===== config.mk =====
export PLATFORM = sky130hd
export DESIGN_NAME = if_pc_gen
export DESIGN_NICKNAME = d
export VERILOG_FILES = /design/src/rtl/if_pc_gen_pkg.sv /design/src/rtl/if_btb.sv /design/src/rtl/if_pc_gen.sv
export SDC_FILE = /design/constraint.sdc
export NUM_CORES = 1
export LEC_CHECK = 0
export ABC_AREA = 1
export BUFFER_PORTS_ARGS = -buffer_cell sky130_fd_sc_hd__buf_2
export CORE_MARGIN = 5
export CORE_UTILIZATION = 35
export CTS_CLUSTER_DIAMETER = 100
export CTS_CLUSTER_SIZE = 10
export DETAILED_ROUTE_END_ITERATION = 8
export PLACE_DENSITY = 0.78
export SETUP_SLACK_MARGIN = 0.15
export SLEW_MARGIN = 10
export SYNTH_ARGS = -nofsm -noshare
export SYNTH_HDL_FRONTEND = slang
export SYNTH_SLANG_ARGS = --single-unit

===== constraint.sdc =====
create_clock -name Clk -period 1.81 [get_ports Clk]
set_input_delay 0.362 -clock Clk [delete_from_list [all_inputs] [get_ports Clk]]
set_output_delay 0.362 -clock Clk [all_outputs]
set_load 0.005 [all_outputs]

===== src/rtl/if_pc_gen_pkg.sv =====
// Shared types for the fetch-stage PC generator and its optional BTB.
// Fields in btb_entry_t are sized for the widest supported PC (64 bits); narrower configurations leave the upper bits constant.
package if_pc_gen_pkg;

  localparam int unsigned BTB_FIELD_W = 64;

  typedef enum logic [2:0] {
    PC_SEL_HOLD,
    PC_SEL_SEQ,
    PC_SEL_PRED,
    PC_SEL_JUMP,
    PC_SEL_BRANCH
  } pc_sel_e;

  typedef enum logic {
    PC_BOOT,
    PC_FETCH
  } pc_fsm_e;

  typedef struct packed {
    logic                   valid;
    logic [BTB_FIELD_W-1:0] tag;
    logic [BTB_FIELD_W-1:0] target;
  } btb_entry_t;

  function automatic logic is_misaligned(input logic [1:0] lsb);
    return lsb != 2'b00;
  endfunction

endpackage


===== src/rtl/if_btb.sv =====
// Direct-mapped branch target buffer: combinational lookup, write on posedge.
// Built only when IF_BTB_EN is defined.
module if_btb
  import if_pc_gen_pkg::*;
#(
  parameter int XLEN      = 32,
  parameter int BTB_DEPTH = 16
) (
  input  logic            i_clk,
  input  logic            i_rst_n,
  input  logic [XLEN-1:0] i_lookup_pc,
  output logic            o_hit,
  output logic [XLEN-1:0] o_target,
  input  logic            i_wr_en,
  input  logic [XLEN-1:0] i_wr_pc,
  input  logic            i_wr_taken,
  input  logic [XLEN-1:0] i_wr_target
);

  localparam int IDX_W = $clog2(BTB_DEPTH);

  btb_entry_t       r_mem [BTB_DEPTH];
  btb_entry_t       w_rd;
  btb_entry_t       w_wr;
  logic [IDX_W-1:0] w_rd_idx;
  logic [IDX_W-1:0] w_wr_idx;

  assign w_rd_idx = i_lookup_pc[IDX_W+1:2];
  assign w_wr_idx = i_wr_pc[IDX_W+1:2];
  assign w_rd     = r_mem[w_rd_idx];
  assign o_hit    = w_rd.valid && (w_rd.tag == BTB_FIELD_W'(i_lookup_pc >> (IDX_W + 2)));
  assign o_target = XLEN'(w_rd.target);

  always_comb begin
    w_wr        = '0;
    w_wr.valid  = i_wr_taken;
    w_wr.tag    = BTB_FIELD_W'(i_wr_pc >> (IDX_W + 2));
    w_wr.target = BTB_FIELD_W'(i_wr_target);
  end

  // A same-cycle lookup of the written index still sees the old entry.
  always_ff @(posedge i_clk or negedge i_rst_n) begin
    if (!i_rst_n) begin
      for (int i = 0; i < BTB_DEPTH; i++) begin
        r_mem[i] <= '0;
      end
    end else if (i_wr_en) begin
      r_mem[w_wr_idx] <= w_wr;
    end
  end

endmodule


===== src/rtl/if_pc_gen.sv =====
// Fetch-stage PC generator: boot FSM, next-PC priority mux, req/gnt fetch handshake.
// Define IF_BTB_EN to add BTB-based taken-branch prediction.
module if_pc_gen
  import if_pc_gen_pkg::*;
#(
  parameter int              XLEN         = 32,
  parameter logic [XLEN-1:0] RESET_VECTOR = '0,
  parameter int              BTB_DEPTH    = 16
) (
  input  logic            Clk,
  input  logic            Reset_n,
  input  logic            PC_Stall,
  input  logic            ID_Jump,
  input  logic [XLEN-1:0] ID_PC_dest,
  input  logic            EX_PC_Branch,
  input  logic [XLEN-1:0] EX_PC_Branch_dest,
  input  logic            EX_BTB_Update,
  input  logic [XLEN-1:0] EX_BTB_PC,
  input  logic            EX_BTB_Taken,
  input  logic [XLEN-1:0] EX_BTB_Target,
  input  logic            IF_Gnt,
  output logic            IF_Req,
  output logic [XLEN-1:0] PC_Out,
  output logic            PC_Valid,
  output logic            PC_Pred_Taken,
  output logic            PC_Misalign
);

  localparam logic [XLEN-1:0] ALIGN_MASK = {{(XLEN-2){1'b1}}, 2'b00};

  pc_fsm_e         r_state;
  pc_fsm_e         w_state_nxt;
  pc_sel_e         w_sel;
  logic [XLEN-1:0] r_pc;
  logic [XLEN-1:0] w_pc_nxt;
  logic            r_pred;
  logic            w_pred_nxt;
  logic            r_mis;
  logic            w_mis_nxt;
  logic            w_btb_hit;
  logic [XLEN-1:0] w_btb_target;

`ifdef IF_BTB_EN
  if_btb #(
    .XLEN      (XLEN),
    .BTB_DEPTH (BTB_DEPTH)
  ) u_btb (
    .i_clk       (Clk),
    .i_rst_n     (Reset_n),
    .i_lookup_pc (r_pc),
    .o_hit       (w_btb_hit),
    .o_target    (w_btb_target),
    .i_wr_en     (EX_BTB_Update),
    .i_wr_pc     (EX_BTB_PC),
    .i_wr_taken  (EX_BTB_Taken),
    .i_wr_target (EX_BTB_Target)
  );
`else
  logic w_unused_btb;
  assign w_btb_hit    = 1'b0;
  assign w_btb_target = '0;
  assign w_unused_btb = &{1'b0, EX_BTB_Update, EX_BTB_PC, EX_BTB_Taken, EX_BTB_Target};
`endif

  always_ff @(posedge Clk or negedge Reset_n) begin
    if (!Reset_n) begin
      r_state <= PC_BOOT;
    end else begin
      r_state <= w_state_nxt;
    end
  end

  always_comb begin
    w_state_nxt = r_state;
    IF_Req      = 1'b0;
    PC_Valid    = 1'b0;
    case (r_state)
      PC_BOOT:  w_state_nxt = PC_FETCH;
      PC_FETCH: begin
        IF_Req   = 1'b1;
        PC_Valid = 1'b1;
      end
      default:  w_state_nxt = PC_BOOT;
    endcase
  end

  // Redirects (flushes) win over stall and a missing grant; nothing moves during boot.
  always_comb begin
    w_sel = PC_SEL_HOLD;
    if (r_state == PC_FETCH) begin
      if (EX_PC_Branch)              w_sel = PC_SEL_BRANCH;
      else if (ID_Jump)              w_sel = PC_SEL_JUMP;
      else if (PC_Stall || !IF_Gnt)  w_sel = PC_SEL_HOLD;
      else if (w_btb_hit)            w_sel = PC_SEL_PRED;
      else                           w_sel = PC_SEL_SEQ;
    end
  end

  always_comb begin
    w_pc_nxt   = r_pc;
    w_pred_nxt = r_pred;
    w_mis_nxt  = 1'b0;
    case (w_sel)
      PC_SEL_BRANCH: begin
        w_pc_nxt   = EX_PC_Branch_dest & ALIGN_MASK;
        w_pred_nxt = 1'b0;
        w_mis_nxt  = is_misaligned(EX_PC_Branch_dest[1:0]);
      end
      PC_SEL_JUMP: begin
        w_pc_nxt   = ID_PC_dest & ALIGN_MASK;
        w_pred_nxt = 1'b0;
        w_mis_nxt  = is_misaligned(ID_PC_dest[1:0]);
      end
      PC_SEL_PRED: begin
        w_pc_nxt   = w_btb_target & ALIGN_MASK;
        w_pred_nxt = 1'b1;
      end
      PC_SEL_SEQ: begin
        w_pc_nxt   = r_pc + XLEN'(4);
        w_pred_nxt = 1'b0;
      end
      default: ;
    endcase
  end

  always_ff @(posedge Clk or negedge Reset_n) begin
    if (!Reset_n) begin
      r_pc   <= RESET_VECTOR;
      r_pred <= 1'b0;
      r_mis  <= 1'b0;
    end else begin
      r_pc   <= w_pc_nxt;
      r_pred <= w_pred_nxt;
      r_mis  <= w_mis_nxt;
    end
  end

  assign PC_Out        = r_pc;
  assign PC_Pred_Taken = r_pred;
  assign PC_Misalign   = r_mis;

endmodule


==> flow_summary.yaml <==
clock_tree:
  cts.path.max_buffers: 2
  clk_latency_ps: 290
  cts_inserted_buffers: 5
  postCtsHoldBufs: 0
  clk_pin_slew_ps: 80
  cts_tree: "done"
  cts.sinks: 33
  clock-root-buffer: "clkbuf_8"
  cts_htree_levels: 2
timing:
  max_freq_mhz: 643
  hold_slack_ps: 21.3
  setup_viol: 0
  hold_viol_final: 0
  fin_crit_sh_pct: 85.9
  rsz0062_at_grt: "true"
  tns_ps: 0
  finalClockSkew_ps: 10.1
  finalCriticalPeriod_ps: 1550
  maxSlewViolCount: 0
final_layout:
  final_cell_mix: "128 x nand2_1, 103 x buf_2, 79 x nor2_1, 55 x nand3_1, 45 x inv_1"
  fin_nets: 704
  fillers: 825
  multi_input_area_mm2: 0.00177
  drive_gt1_share_pct: 30.1
  finalInstanceArea_mm2: 0.00366
  n_antenna_cell: 0
  regArea_um2: 828
  layout_commonest_cell: "nand2_1"
  area_growth_pct: 27.0
  final_cell_count_no_fill: 673
  fin_util_pct: 45.0
placement:
  place_inst: 663
  gp_congestion: 0.867
  placed_area_mm2: 0.00352
  dpl.hpwl_um: 7180
  port_buffers: 103
setup_path:
  required_ps: 1980
  cp-end-kind: "register"
  cp-start-kind: "register"
  path_class: "reg2reg"
  crit_fanout: 15
  arrival_ps: 1720
detailed_routing:
  routed_wl_um: 8980
  drc: 0
  wl_met1_um: 3730
  wl_per_cell_um: 13.3
  ant_nets: 0
  num_vias: 3404
  first_iter_violations: 126
  wl_met2_um: 4460
  dr.pass1.iters: 5
  wl_met3_um: 562
  top_layer: "met4"
  viasPerCell: 5.06
global_route:
  antenna_found_initial: 0
  track_usage_pct: 17.9
  overflow: 0
  grt_pass1_wl_um: 15000
  grt_max_degree: 34
  grt_pass1_vias: 3284
synthesis:
  yosysSeqAreaShare_pct: 28.7
  synth-edff-count: 0
  async_flop_share_pct: 100
  synthFlopType: "dfrtp_1"
  netlist_area_mm2: 0.00288
  syn_area_per_cell_um2: 6.26
  yosys_warnings: 0
  ys_seq_elements: 33
  syn_inst: 460
  ys_types: 34
power:
  p_leak_uw: 0.00192
  vdd.ir_drop.worst_mv: 0.287
  combinationalPowerShare_pct: 33.8
  p_int_uw: 1560
  pwr-share-clk_pct: 25.1
  power_frac_seq_pct: 41.1
  cellPowerDensity_mw_per_mm2: 693
  switchingPower_uw: 977
  p_sw_share_pct: 38.5
die:
  die_h_um: 101
  num_rows: 33
  die_area_mm2: 0.0101
  start_util_pct: 35.4
  ios: 172
  dieWidth_um: 101
  core_mm2: 0.00813
run_status:
  status: "finished, final reports clean"
worst_hold_path:
  hp-class: "in2async"
job:
  drv_cap: 0
## flip-flops by register name, indices dropped and copies added (netlist names)
signal and count:
PC_Pred_Taken 1, r_state 1, PC_Misalign 1, PC_Out 30
## repair_timing
action,in CTS,in global routing
resized for setup,0,8
setup buffers,0,2
setup endpoints to repair,0,23
## cell families (layout without fill, tap and decap cells)
logic type,count (synthesis),after routing,share of synthesized area (%)
AOI/OAI and AO/OA,54,54,10.9
adders and majority gates,1,1,0.434
buffers and inverters,67,174,10.7
DFF,33,33,28.7
other,2,3,0.261
and+or+nand+nor,303,303,49.0
## synthesized netlist by cell type, types with 3 or more instances
cell,number,share of area (%)
buf_2,5,0.87
inv_2,4,0.52
nor2_2,7,1.5
nand3_1,55,9.6
inv_1,45,5.9
nand2_2,8,1.7
clkbuf_1,3,0.39
buf_4,6,1.6
o21bai_1,4,1.0
dfrtp_1,33,29
nand2_1,129,17
nor2_4,5,2.0
or2_1,3,0.65
nor2_1,80,10
a21oi_1,22,3.8
a21oi_2,5,1.5
nand3_2,7,2.4
o21a_1,3,0.78
o21ai_0,14,2.4
## power groups by stage
stage / clock [uW] / sequential [uW] / combinational (uW)
after detailed placement: 0 / 1050 / 842
after CTS: 640 / 1040 / 845
final: 637 / 1040 / 858
after floorplan: 0 / 1020 / 498
after global placement: 0 / 1040 / 815
after global routing: 671 / 1060 / 974
## layer usage
layer	global-route usage (%)	up-vias
li1	-	1666
met1	22.8	1581
met2	30.8	139
met3	2.63	18
met4	6.11	0
met5	0	-
## path summary, 6_finish.rpt
path                                 startpoint            end  slack (ps)  cells after the start
max reg2reg                             r_state     PC_Out[12]         260                      8
max in group asynchronous               Reset_n     PC_Out[13]        1580                      2
min reg2reg                       PC_Pred_Taken  PC_Pred_Taken         490                      2
min                                     Reset_n     PC_Out[26]          20                      2
max                                     r_state     PC_Out[12]         260                      8
min in group Clk           EX_PC_Branch_dest[0]    PC_Misalign         320                      3
## layout make-up
class | count | area share [%]
Timing Repair Buffer | 116 | 17.4
Multi-Input combinational cell | 361 | 48.3
Clock buffer | 7 | 2.63
Clock inverter | 1 | 0.137
Tap cell | 105 | 3.59
Inverter | 50 | 5.23
Sequential cell | 33 | 22.6
## worst max-delay path: stages (launching register included)
cell and delay [ps]:
dfrtp_1 380, inv_1 80, nor2_4 210, nand3_4 150, buf_4 220, nand3_1 80, nand2_1 90, nor2_1 140
a21oi_1 80
## stage by stage
step / power [uW] / setup WS [ps]
after floorplan: 1520 / 410
after global placement: 1860 / 232
after detailed placement: 1890 / 191
after CTS: 2520 / 204
after global routing: 2710 / 137
final: 2540 / 255
Note: power is estimated with default switching activity, not from simulation.
